<file path="config.mk">
export PLATFORM = sky130hd
export DESIGN_NAME = vga_grid_painter
export DESIGN_NICKNAME = d
export VERILOG_FILES = /design/src/rtl/vga_grid_pkg.sv /design/src/rtl/vga_timing_gen.sv /design/src/rtl/vga_grid_painter.sv
export SDC_FILE = /design/constraint.sdc
export NUM_CORES = 1
export LEC_CHECK = 0
export BUFFER_PORTS_ARGS = -buffer_cell sky130_fd_sc_hd__clkbuf_2
export CORE_AREA = 8 8 159 101
export DETAILED_ROUTE_END_ITERATION = 6
export DIE_AREA = 0 0 167 109
export HOLD_SLACK_MARGIN = 0.12
export PLACE_DENSITY_LB_ADDON = 0.08
export SYNTH_ARGS = -nofsm -noshare
export SYNTH_HDL_FRONTEND = slang
export SYNTH_SLANG_ARGS = --single-unit
</file>
<file path="constraint.sdc">
create_clock -name clk -period 2.1 [get_ports clk]
set_clock_uncertainty 0.15 [all_clocks]
set_input_delay 0.105 -clock clk [delete_from_list [all_inputs] [get_ports clk]]
set_output_delay 0.105 -clock clk [all_outputs]
set_load 0.1 [all_outputs]
</file>
<file path="src/rtl/vga_grid_pkg.sv">
// Palette definitions and default VGA 640x480 timing shared by the grid painter.
package vga_grid_pkg;

    typedef logic [2:0] pal_idx_t;

    localparam pal_idx_t PAL_BLACK   = 3'd0;
    localparam pal_idx_t PAL_RED     = 3'd1;
    localparam pal_idx_t PAL_GREEN   = 3'd2;
    localparam pal_idx_t PAL_BLUE    = 3'd3;
    localparam pal_idx_t PAL_YELLOW  = 3'd4;
    localparam pal_idx_t PAL_CYAN    = 3'd5;
    localparam pal_idx_t PAL_MAGENTA = 3'd6;
    localparam pal_idx_t PAL_WHITE   = 3'd7;

    localparam int VGA_H_ACTIVE = 640;
    localparam int VGA_H_FP     = 16;
    localparam int VGA_H_SYNC   = 96;
    localparam int VGA_H_BP     = 48;
    localparam int VGA_V_ACTIVE = 480;
    localparam int VGA_V_FP     = 10;
    localparam int VGA_V_SYNC   = 2;
    localparam int VGA_V_BP     = 33;
    localparam int VGA_CLK_DIV  = 2;

    // {r,g,b} channel enables; each channel is driven all-0 or all-1
    function automatic logic [2:0] pal_rgb(input pal_idx_t idx);
        case (idx)
            PAL_BLACK:   pal_rgb = 3'b000;
            PAL_RED:     pal_rgb = 3'b100;
            PAL_GREEN:   pal_rgb = 3'b010;
            PAL_BLUE:    pal_rgb = 3'b001;
            PAL_YELLOW:  pal_rgb = 3'b110;
            PAL_CYAN:    pal_rgb = 3'b011;
            PAL_MAGENTA: pal_rgb = 3'b101;
            PAL_WHITE:   pal_rgb = 3'b111;
            default:     pal_rgb = 3'b000;
        endcase
    endfunction

endpackage

</file>
<file path="src/rtl/vga_timing_gen.sv">
// Pixel-rate enable, x/y raster counters, raw syncs and video_on decode.
module vga_timing_gen
    import vga_grid_pkg::*;
#(
    parameter int H_ACTIVE = VGA_H_ACTIVE,
    parameter int H_FP     = VGA_H_FP,
    parameter int H_SYNC   = VGA_H_SYNC,
    parameter int H_BP     = VGA_H_BP,
    parameter int V_ACTIVE = VGA_V_ACTIVE,
    parameter int V_FP     = VGA_V_FP,
    parameter int V_SYNC   = VGA_V_SYNC,
    parameter int V_BP     = VGA_V_BP,
    parameter int CLK_DIV  = VGA_CLK_DIV,
    parameter bit SYNC_POL = 1'b0,
    parameter int XW       = $clog2(H_ACTIVE + H_FP + H_SYNC + H_BP),
    parameter int YW       = $clog2(V_ACTIVE + V_FP + V_SYNC + V_BP)
) (
    input  logic          clk,
    input  logic          reset,
    output logic          pix_ce,
    output logic [XW-1:0] x,
    output logic [YW-1:0] y,
    output logic          video_on,
    output logic          hsync_raw,
    output logic          vsync_raw
);

    localparam int H_TOTAL = H_ACTIVE + H_FP + H_SYNC + H_BP;
    localparam int V_TOTAL = V_ACTIVE + V_FP + V_SYNC + V_BP;
    localparam int DW      = (CLK_DIV > 1) ? $clog2(CLK_DIV) : 1;

    localparam logic [DW-1:0] DIV_LAST = DW'(CLK_DIV - 1);
    localparam logic [XW-1:0] X_LAST   = XW'(H_TOTAL - 1);
    localparam logic [YW-1:0] Y_LAST   = YW'(V_TOTAL - 1);
    localparam logic [XW-1:0] HS_START = XW'(H_ACTIVE + H_FP);
    localparam logic [XW-1:0] HS_END   = XW'(H_ACTIVE + H_FP + H_SYNC);
    localparam logic [YW-1:0] VS_START = YW'(V_ACTIVE + V_FP);
    localparam logic [YW-1:0] VS_END   = YW'(V_ACTIVE + V_FP + V_SYNC);

    logic [DW-1:0] div_cnt;
    logic [DW-1:0] div_next;

    // pix_ce is registered so it stays low throughout reset
    assign div_next = (div_cnt == '0) ? DIV_LAST : div_cnt - DW'(1);

    always_ff @(posedge clk or negedge reset) begin
        if (!reset) begin
            div_cnt <= DIV_LAST;
            pix_ce  <= 1'b0;
        end else begin
            div_cnt <= div_next;
            pix_ce  <= (div_next == '0);
        end
    end

    always_ff @(posedge clk or negedge reset) begin
        if (!reset) begin
            x <= '0;
            y <= '0;
        end else if (pix_ce) begin
            if (x == X_LAST) begin
                x <= '0;
                y <= (y == Y_LAST) ? '0 : y + YW'(1);
            end else begin
                x <= x + XW'(1);
            end
        end
    end

    assign hsync_raw = ((x >= HS_START) && (x < HS_END)) ? SYNC_POL : ~SYNC_POL;
    assign vsync_raw = ((y >= VS_START) && (y < VS_END)) ? SYNC_POL : ~SYNC_POL;
    assign video_on  = (x < XW'(H_ACTIVE)) && (y < YW'(V_ACTIVE));

endmodule

</file>
<file path="src/rtl/vga_grid_painter.sv">
// VGA grid painter: screen split into GRID_COLS x GRID_ROWS regions, per-region palette
// edited by buttons. Optional selection border when VGA_GRID_CURSOR_EN is defined.
module vga_grid_painter
    import vga_grid_pkg::*;
#(
    parameter int H_ACTIVE  = VGA_H_ACTIVE,
    parameter int H_FP      = VGA_H_FP,
    parameter int H_SYNC    = VGA_H_SYNC,
    parameter int H_BP      = VGA_H_BP,
    parameter int V_ACTIVE  = VGA_V_ACTIVE,
    parameter int V_FP      = VGA_V_FP,
    parameter int V_SYNC    = VGA_V_SYNC,
    parameter int V_BP      = VGA_V_BP,
    parameter int CLK_DIV   = VGA_CLK_DIV,
    parameter int GRID_COLS = 2,
    parameter int GRID_ROWS = 2,
    parameter int COLOR_W   = 8,
    parameter bit SYNC_POL  = 1'b0,
    localparam int RW = (GRID_COLS * GRID_ROWS > 1) ? $clog2(GRID_COLS * GRID_ROWS) : 1
) (
    input  logic               clk,
    input  logic               reset,
    input  logic               btn_region,
    input  logic               btn_color,
    input  logic               btn_clear,
    output logic               hsync,
    output logic               vsync,
    output logic               n_sync,
    output logic               n_blanc,
    output logic               pix_ce,
    output logic [COLOR_W-1:0] r,
    output logic [COLOR_W-1:0] g,
    output logic [COLOR_W-1:0] b,
    output logic [RW-1:0]      region_sel,
    output logic               frame_start
);

    localparam int H_TOTAL  = H_ACTIVE + H_FP + H_SYNC + H_BP;
    localparam int V_TOTAL  = V_ACTIVE + V_FP + V_SYNC + V_BP;
    localparam int XW       = $clog2(H_TOTAL);
    localparam int YW       = $clog2(V_TOTAL);
    localparam int N_REG    = GRID_COLS * GRID_ROWS;
    localparam int REGION_W = H_ACTIVE / GRID_COLS;
    localparam int REGION_H = V_ACTIVE / GRID_ROWS;
    localparam int CW       = (GRID_COLS > 1) ? $clog2(GRID_COLS) : 1;
    localparam int ROWW     = (GRID_ROWS > 1) ? $clog2(GRID_ROWS) : 1;
    localparam int HCW      = (REGION_W > 1) ? $clog2(REGION_W) : 1;
    localparam int VCW      = (REGION_H > 1) ? $clog2(REGION_H) : 1;

    localparam logic [XW-1:0]   X_LAST   = XW'(H_TOTAL - 1);
    localparam logic [YW-1:0]   Y_LAST   = YW'(V_TOTAL - 1);
    localparam logic [HCW-1:0]  H_RELOAD = HCW'(REGION_W - 1);
    localparam logic [VCW-1:0]  V_RELOAD = VCW'(REGION_H - 1);
    localparam logic [CW-1:0]   COL_LAST = CW'(GRID_COLS - 1);
    localparam logic [ROWW-1:0] ROW_LAST = ROWW'(GRID_ROWS - 1);
    localparam logic [RW-1:0]   SEL_LAST = RW'(N_REG - 1);

    logic [XW-1:0] x;
    logic [YW-1:0] y;
    logic          video_on;
    logic          hs_raw;
    logic          vs_raw;

    vga_timing_gen #(
        .H_ACTIVE(H_ACTIVE), .H_FP(H_FP), .H_SYNC(H_SYNC), .H_BP(H_BP),
        .V_ACTIVE(V_ACTIVE), .V_FP(V_FP), .V_SYNC(V_SYNC), .V_BP(V_BP),
        .CLK_DIV(CLK_DIV), .SYNC_POL(SYNC_POL), .XW(XW), .YW(YW)
    ) u_timing (
        .clk      (clk),
        .reset    (reset),
        .pix_ce   (pix_ce),
        .x        (x),
        .y        (y),
        .video_on (video_on),
        .hsync_raw(hs_raw),
        .vsync_raw(vs_raw)
    );

    assign n_sync = 1'b0;

    // Column/row trackers: down-counters reload at each region edge, clamped at the last cell
    logic [CW-1:0]   col;
    logic [ROWW-1:0] row;
    logic [HCW-1:0]  h_cnt;
    logic [VCW-1:0]  v_cnt;
    logic [RW-1:0]   region;

    always_ff @(posedge clk or negedge reset) begin
        if (!reset) begin
            col   <= '0;
            row   <= '0;
            h_cnt <= H_RELOAD;
            v_cnt <= V_RELOAD;
        end else if (pix_ce) begin
            if (x == X_LAST) begin
                col   <= '0;
                h_cnt <= H_RELOAD;
                if (y == Y_LAST) begin
                    row   <= '0;
                    v_cnt <= V_RELOAD;
                end else if (v_cnt == '0) begin
                    v_cnt <= V_RELOAD;
                    if (row != ROW_LAST) row <= row + ROWW'(1);
                end else begin
                    v_cnt <= v_cnt - VCW'(1);
                end
            end else if (h_cnt == '0) begin
                h_cnt <= H_RELOAD;
                if (col != COL_LAST) col <= col + CW'(1);
            end else begin
                h_cnt <= h_cnt - HCW'(1);
            end
        end
    end

    assign region = RW'(row) * RW'(GRID_COLS) + RW'(col);

    // Button synchronisers; edges are masked until the sync chain has filled after reset
    logic [2:0] btn_raw;
    logic [2:0] btn_s1;
    logic [2:0] btn_s2;
    logic [2:0] btn_prev;
    logic [2:0] btn_edge;
    logic [1:0] arm_cnt;

    assign btn_raw = {btn_region, btn_color, btn_clear};

    always_ff @(posedge clk or negedge reset) begin
        if (!reset) begin
            btn_s1   <= '0;
            btn_s2   <= '0;
            btn_prev <= '0;
            arm_cnt  <= 2'd3;
        end else begin
            btn_s1   <= btn_raw;
            btn_s2   <= btn_s1;
            btn_prev <= btn_s2;
            if (arm_cnt != 2'd0) arm_cnt <= arm_cnt - 2'd1;
        end
    end

    assign btn_edge = (arm_cnt == 2'd0) ? (btn_s2 & ~btn_prev) : 3'b000;

    logic [RW-1:0] sel;
    pal_idx_t      pal [N_REG];

    always_ff @(posedge clk or negedge reset) begin
        if (!reset) begin
            sel <= '0;
        end else if (btn_edge[2]) begin
            sel <= (sel == SEL_LAST) ? '0 : sel + RW'(1);
        end
    end

    always_ff @(posedge clk or negedge reset) begin
        if (!reset) begin
            for (int i = 0; i < N_REG; i++) pal[i] <= 3'((i + 1) % 8);
        end else if (btn_edge[0]) begin
            for (int i = 0; i < N_REG; i++) pal[i] <= 3'((i + 1) % 8);
        end else if (btn_edge[1]) begin
            pal[region_sel] <= pal[region_sel] + 3'd1;
        end
    end

    logic [RW-1:0] s1_region;
    logic          s1_video;
    logic          s1_hs;
    logic          s1_vs;
    logic          s1_frame;

    always_ff @(posedge clk or negedge reset) begin
        if (!reset) begin
            s1_region <= '0;
            s1_video  <= 1'b0;
            s1_hs     <= ~SYNC_POL;
            s1_vs     <= ~SYNC_POL;
            s1_frame  <= 1'b0;
        end else if (pix_ce) begin
            s1_region <= region;
            s1_video  <= video_on;
            s1_hs     <= hs_raw;
            s1_vs     <= vs_raw;
            s1_frame  <= (x == '0) && (y == '0);
        end
    end

`ifdef VGA_GRID_CURSOR_EN
    localparam logic [HCW-1:0] H_EDGE_HI = HCW'(REGION_W - 3);
    localparam logic [VCW-1:0] V_EDGE_HI = VCW'(REGION_H - 3);

    logic s1_edge;

    // Outermost two pixels of a region on any side
    always_ff @(posedge clk or negedge reset) begin
        if (!reset) begin
            s1_edge <= 1'b0;
        end else if (pix_ce) begin
            s1_edge <= (h_cnt < HCW'(2)) || (h_cnt > H_EDGE_HI) ||
                       (v_cnt < VCW'(2)) || (v_cnt > V_EDGE_HI);
        end
    end
`endif

    logic [2:0] rgb_en;

    always_comb begin
        rgb_en = pal_rgb(pal[s1_region]);
`ifdef VGA_GRID_CURSOR_EN
        if (s1_edge && (s1_region == region_sel)) rgb_en = 3'b111;
`endif
    end

    always_ff @(posedge clk or negedge reset) begin
        if (!reset) begin
            hsync       <= ~SYNC_POL;
            vsync       <= ~SYNC_POL;
            n_blanc     <= 1'b0;
            frame_start <= 1'b0;
            r           <= '0;
            g           <= '0;
            b           <= '0;
            region_sel  <= '0;
        end else if (pix_ce) begin
            hsync       <= s1_hs;
            vsync       <= s1_vs;
            n_blanc     <= s1_video;
            frame_start <= s1_frame;
            r           <= s1_video ? {COLOR_W{rgb_en[2]}} : '0;
            g           <= s1_video ? {COLOR_W{rgb_en[1]}} : '0;
            b           <= s1_video ? {COLOR_W{rgb_en[0]}} : '0;
            if (s1_frame) region_sel <= sel;
        end
    end

endmodule
</file>
Word-level counts from Yosys, hierarchy flattened
Memory sizes are Yosys's and may differ from the RTL's.
Cells that the tools add are included.
Widths: inputs -> output; s select.
{"block": "totals", "mem_count": 1, "rom_bits": 24, "reg_bits": 102, "inputBits": 5, "wordCells": 108}
{"block": "classes", "muxes": 31, "n_lt_le_gt_ge": 9, "eq_ne": 3, "n_bitwise": 5, "n_reduce_logical": 18, "add_sub_neg": 11}
{"name": "(no name shown)", "depth": 8, "width": 3, "read_ports": 1, "rd_clocked_by_memory_dff": 0, "wr": 0, "line_no": "vga_grid_pkg.sv:27", "text": "case (idx)"}
{"operator": "$mux 8", "count": 5}
{"operator": "$mux 12", "count": 2}
{"operator": "$add 10x1->10 const B", "count": 2}
{"operator": "$eq 10x10->1 const B", "count": 2}
{"operator": "$logic_not 10->1", "count": 2}
{"operator": "$lt 10x10->1 const B", "count": 2}
{"operator": "$lt 10x9->1 const B", "count": 2}
{"operator": "$mux 10", "count": 2}
{"operator": "$mux 3", "count": 6}
{"operator": "$mux 9", "count": 2}
{"operator": "$bmux 3 s2", "count": 2}
{"operator": "$bwmux 12", "count": 1}
{"operator": "$ge 10x10->1 const B", "count": 1}
{"operator": "$ge 10x9->1 const B", "count": 1}
{"operator": "$logic_not 9->1", "count": 1}
{"operator": "$mux 1", "count": 9}
{"operator": "$sub 9x1->9 const B", "count": 1}
{"operator": "$logic_not 8->1", "count": 1}
{"operator": "$reduce_bool 2->1", "count": 4}
{"operator": "$sub 8x1->8 const B", "count": 1}
{"operator": "$demux 3 s2", "count": 1}
{"operator": "$ge 3x3->1 const B", "count": 2}
{"operator": "$not 2->3", "count": 2}
{"operator": "$reduce_and 2->1", "count": 3}
{"operator": "15 further kinds", "count": 20}

Longest topological paths before layout
{"block": "logic_depth", "ltp_word": 8, "mapped_depth": 7}

Hierarchy
Synthesis repeated with hierarchy kept, for this count alone.
{"block": "unflattened", "hier_cells": 384, "hier_area_um2": 4137.7}
{"module": "vga_grid_painter", "cells_each": 263, "n_inst": 1, "area_each_um2": 2961.6, "seq_area_each_um2": 1507.7}
{"module": "vga_timing_gen", "cells_each": 121, "n_inst": 1, "area_each_um2": 1176.1, "seq_area_each_um2": 551.8}

Worst setup path before layout
Ideal clock, no wire load.
{"block": "synth_path", "kind": "flip-flop to flip-flop", "from": "register region_sel[0]", "to": "register pal[11] (netlist name)", "path_stages_with_launch": 7, "n_path_buf": 1, "path_slack_ns": -0.475, "setup_ns": 0.127, "arrival_ns": 2.298, "path_cell_list": "dfrtp_1 -> clkbuf_1 -> mux4_2 -> ha_1 -> nor3b_1 -> xnor2_1 -> nor2_1"}
{"block": "synth_between", "elab_chain_cells": 8, "word_cells_on_any_way": 13}
{"element": "from (decl)", "line_no": "vga_grid_painter.sv:34", "text": "output logic [RW-1:0] region_sel,"}
{"element": "from (signal assigned)", "line_no": "vga_grid_painter.sv:231", "text": "if (s1_frame) region_sel <= sel;"}
{"element": "$not 2->3 (not written as such) *", "line_no": "vga_grid_painter.sv:161", "text": "pal[region_sel] <= pal[region_sel] + 3'd1;"}
{"element": "$bmux 3 s2, or another cell as far along", "line_no": "vga_grid_painter.sv:161"}
{"element": "$mux 3 (not written as such) or $logic_and 1x1->1 (tied branches)", "line_no": "vga_grid_painter.sv:161"}
{"element": "$mux 3 (not written as such)", "line_no": "vga_grid_painter.sv:161"}
{"element": "$add 3x1->3 or $demux 3 s2 (tied branches)", "line_no": "vga_grid_painter.sv:161"}
{"element": "$bwmux 12 *", "line_no": "vga_grid_painter.sv:161"}
{"element": "$mux 12 *", "line_no": "vga_grid_painter.sv:160", "text": "end else if (btn_edge[1]) begin"}
{"element": "$mux 12 *", "line_no": "vga_grid_painter.sv:158", "text": "end else if (btn_edge[0]) begin"}
{"element": "to (signal, indexed assignment)", "line_no": "vga_grid_painter.sv:161"}
{"element": "to (decl)", "line_no": "vga_grid_painter.sv:145", "text": "pal_idx_t pal [N_REG];"}
Every way passes the cells marked *; elsewhere a longest branch is shown, timed or not. The select of a mux whose other input is x is not followed.
A chain may end at the register's enable or synchronous reset.

Worst setup path after layout
{"block": "layout_path", "from": "register u_timing.x[0]", "to": "register u_timing.y[8]"}
{"block": "layout_between", "elab_chain_cells": 2}
{"element": "from (decl)", "line_no": "vga_timing_gen.sv:21", "text": "output logic [XW-1:0] x,"}
{"element": "from (signal assigned)", "line_no": "vga_timing_gen.sv:65", "text": "x <= x + XW'(1);"}
{"element": "$eq 10x10->1", "line_no": "vga_timing_gen.sv:61", "text": "if (x == X_LAST) begin"}
{"element": "$reduce_and 2->1 (no line)"}
{"element": "to (signal assigned)", "line_no": "vga_timing_gen.sv:63", "text": "y <= (y == Y_LAST) ? '0 : y + YW'(1);"}
{"element": "to (decl)", "line_no": "vga_timing_gen.sv:22", "text": "output logic [YW-1:0] y,"}
Every way passes these cells.

==> results.md <==
- Starting density of the core: approximately 29%
- Buf+Inv Stages, Crit Path: 2
- Wire per inst: approximately 15 um
- IO buf count: 35
- Final Max Tran Viols: 0
- Crit Path Category: flop to flop
- Crit. Startpoint: u_timing.x[0]$_DFFE_PN0P_
- HP Start: btn_s1[0]$_DFF_PN0_
- Failing checks: setup timing
- Area after DPL: ~0.0045 mm^2
- Residual DRC count: 0
- Synthesis-stage register bit count: between 80 and 90
- Worst Path Arrival: 2.23 ns
- YS warnings: 0
- Max Cap Viol: 0
- CP top delay family: simple AND/OR/NAND/NOR gates
- Asr flop ratio synth: 100%
- Net Count, Synth: between 300 and 400
- DR vias: 2879
- RD Place Congestion: 0.729
- Post-Route WL: 9270 um
- Root Driver: clkbuf_16
- Count leader, synth: dfrtp_1
- Share of the synthesized area in the top cell type: roughly a third
- Vias in the first global route: around 2900
- Max VDD drop: roughly 0.00059 V
- DIE AREA: around 0.018 mm^2
- Hold Fails Final Rpt: 0
- Final setup fails: 1
- CP max-delay cell: or4_4
- Clock slew at reported path FFs: around 0.06 ns
- Syn-to-layout area delta: 23.7%
- Worst path required time: 2.21 ns
- Least-Margin Pin Slew: between 0.6 and 0.7 ns
- Power Density: just over 900 mW/mm^2
- WHS: a little under 0.2 ns
- Static Leak: 2.22 nW
- Tcrit/Tclk final: 101%
- RSZ-0062 raised after global routing: true
- Top cells by area, synth: dfrtp_1 (34%), dfstp_2 (17%), buf_4 (4.1%)
- Layout Utilization: 35.7%
- CP Max Fanout: 7
- Final min period: 2.12 ns
- Antenna Cells: 0
- Initial antenna violation count: 0
- Layout cells sized above 1: around a third
- Yosys top cell by area: dfrtp_1
- Core ar.: approximately 0.014 mm^2
- Sequential share of the synthesized area: about half
- Die width: about 170 um
- Largest stage delay, worst path: about 0.62 ns
- Design area: roughly 0.005 mm^2
- CP Launch Type: flop
- Vias per cell: 4.69
- Die H: 109 um
- Post-synth cell types: between 50 and 60
- Num CTS Buffers: 9
- Clock Sinks: 81
- Relative slew slack: between 50% and 60%
- CP Cell Sequence: ha_2, nand4_1, or4_4, buf_8, buf_12, nor4_4, xor2_1
- Mean post-synth cell area: 10.8 um^2
- HP Class: flop to flop
- IO Pins: 37
- Grt ovf: 0
- Fmax: 0.473 GHz
- Post-synth EDFFs: 0
- Cell count after synthesis: ~370
- Pin count of the biggest net entering global routing: 37
- Drt pass-1 iters: 4
- CTS tree: done
- Clock tree buffer depth: 2
- Detailed Route Iter0 Violations: between 100 and 150
- CP endpoint kind: flop
- Antenna viol nets, final: 0
- Worst-skew pair later-pin latency: 0.33 ns
- H-tree Lvls: 3
- HPWL Detailed: about 6600 um
- Nets: between 400 and 500
- Top cells by count, synth: dfrtp_1 (55), nand2_1 (29), dfstp_2 (26), o21ai_0 (24), buf_4 (22)
- Status: finished with violations
- First-pass GRT wire length: 15500 um
- Dominant synthesized flop cell: dfrtp_1
- Total track usage: a little over a tenth
- Worst setup margin: -0.0160 ns
- RR Startpoint: u_timing.x[0]$_DFFE_PN0P_
- Row count: 34
- Synthesized area: between 0.004 and 0.005 mm^2
[cell usage in the layout, fill, tap and decap left out, types with 6 or more instances in the layout]
cell,Yosys,routed
nor2_1,20,18
mux2_2,8,8
xor2_1,9,9
buf_4,22,35
xnor2_1,17,17
ha_1,10,8
nand2_1,29,29
nand4_1,6,6
a21oi_1,10,10
inv_1,19,19
dfstp_2,26,26
dfrtp_1,55,52
clkbuf_2,0,33
o21ai_0,24,20
clkbuf_16,0,9
and3_1,7,7
nor3_1,8,6
or3_1,8,7
nand3_1,16,15
[final cells by class]
class	count	area [um^2]
Clock buffer	10	239
Multi-Input combinational cell	238	1730
Inverter	20	77.6
Sequential cell	81	2070
Fill cell	1394	8950
Clock inverter	6	57.6
Tap cell	180	225
Timing Repair Buffer	79	567
[repair_timing]
item	CTS	global route
resized for setup	3	16
endpoints found under the hold margin	79	0
setup endpoints to repair	17	16
hold buffers	5	0
buffers inserted	2	2
pin swaps	3	12
[worst reg2reg max path: cells and delay by family, from the launching register on]
| kind | cells | cell delay [ns] |
|---|---|---|
| xor gates and xnor gates | 1 | 0.16 |
| adders and majority gates | 1 | 0.18 |
| buffers and inverters | 2 | 0.30 |
| DFF | 1 | 0.35 |
| and+or+nand+nor | 3 | 0.89 |
[through the flow]
stage          instances  TNS (ns)  total power [mW]  setup slack [ns]
2_1_floorplan        373         0              3.02           0.00727
3_3_place_gp         589    -0.741              3.09            -0.126
3_5_place_dp         589    -0.457              3.09           -0.0949
4_1_cts              612         0              4.72           0.00150
5_1_grt              614     -1.40              4.84            -0.145
6_report             614   -0.0160              4.63           -0.0160
[logic make-up (layout without fill, tap and decap cells)]
logic type      count (synthesis)  count (layout)  share of synthesized area, %
compound gates                 52              52                          7.73
xor+xnor                       26              26                          5.68
fa+ha+maj                      11              11                          3.37
buf+inv                        54             115                          7.36
flops                          81              81                          51.3
mux                            17              17                          6.05
other cells                     1               1                        0.0935
simple gates                  131             131                          18.4
[path summary, 6_finish.rpt]
check | to | slack [ns] | depth (start not counted)
min in group asynchronous | v_cnt[6]$_DFFE_PN1P_ | 0.25 | 2
worst max-delay path | u_timing.y[8]$_DFFE_PN0P_ | -0.02 | 7
worst min register to register | btn_s2[0]$_DFF_PN0_ | 0.20 | 0
worst max register to register | u_timing.y[8]$_DFFE_PN0P_ | -0.02 | 7
max in group asynchronous | u_timing.pix_ce$_DFF_PN0_ | 0.39 | 3
worst min-delay path | btn_s2[0]$_DFF_PN0_ | 0.20 | 0
[registers in the layout, indices dropped and copies added, names as in the netlist, 3 cells and up]
name,cells
btn_prev,3
btn_s1,3
btn_s2,3
h_cnt,9
pal,12
u_timing.x,10
u_timing.y,10
v_cnt,8
[layer usage]
metal | GRT usage (%) | wire (um) | up-vias
met5 | 0 | 0 | -
met4 | 3.52 | 113 | 0
met3 | 3.98 | 471 | 10
met2 | 14.5 | 3570 | 43
met1 | 15.7 | 5110 | 1417
li1 | - | - | 1409
[power by group]
group,total (mW),internal (mW),leakage (nW),switching (mW)
clock,1.58,0.945,0.148,0.635
combinational,1.32,0.205,1.10,1.12
sequential,1.73,1.65,0.970,0.0852
No activity file was read; power rests on OpenSTA's default activity.
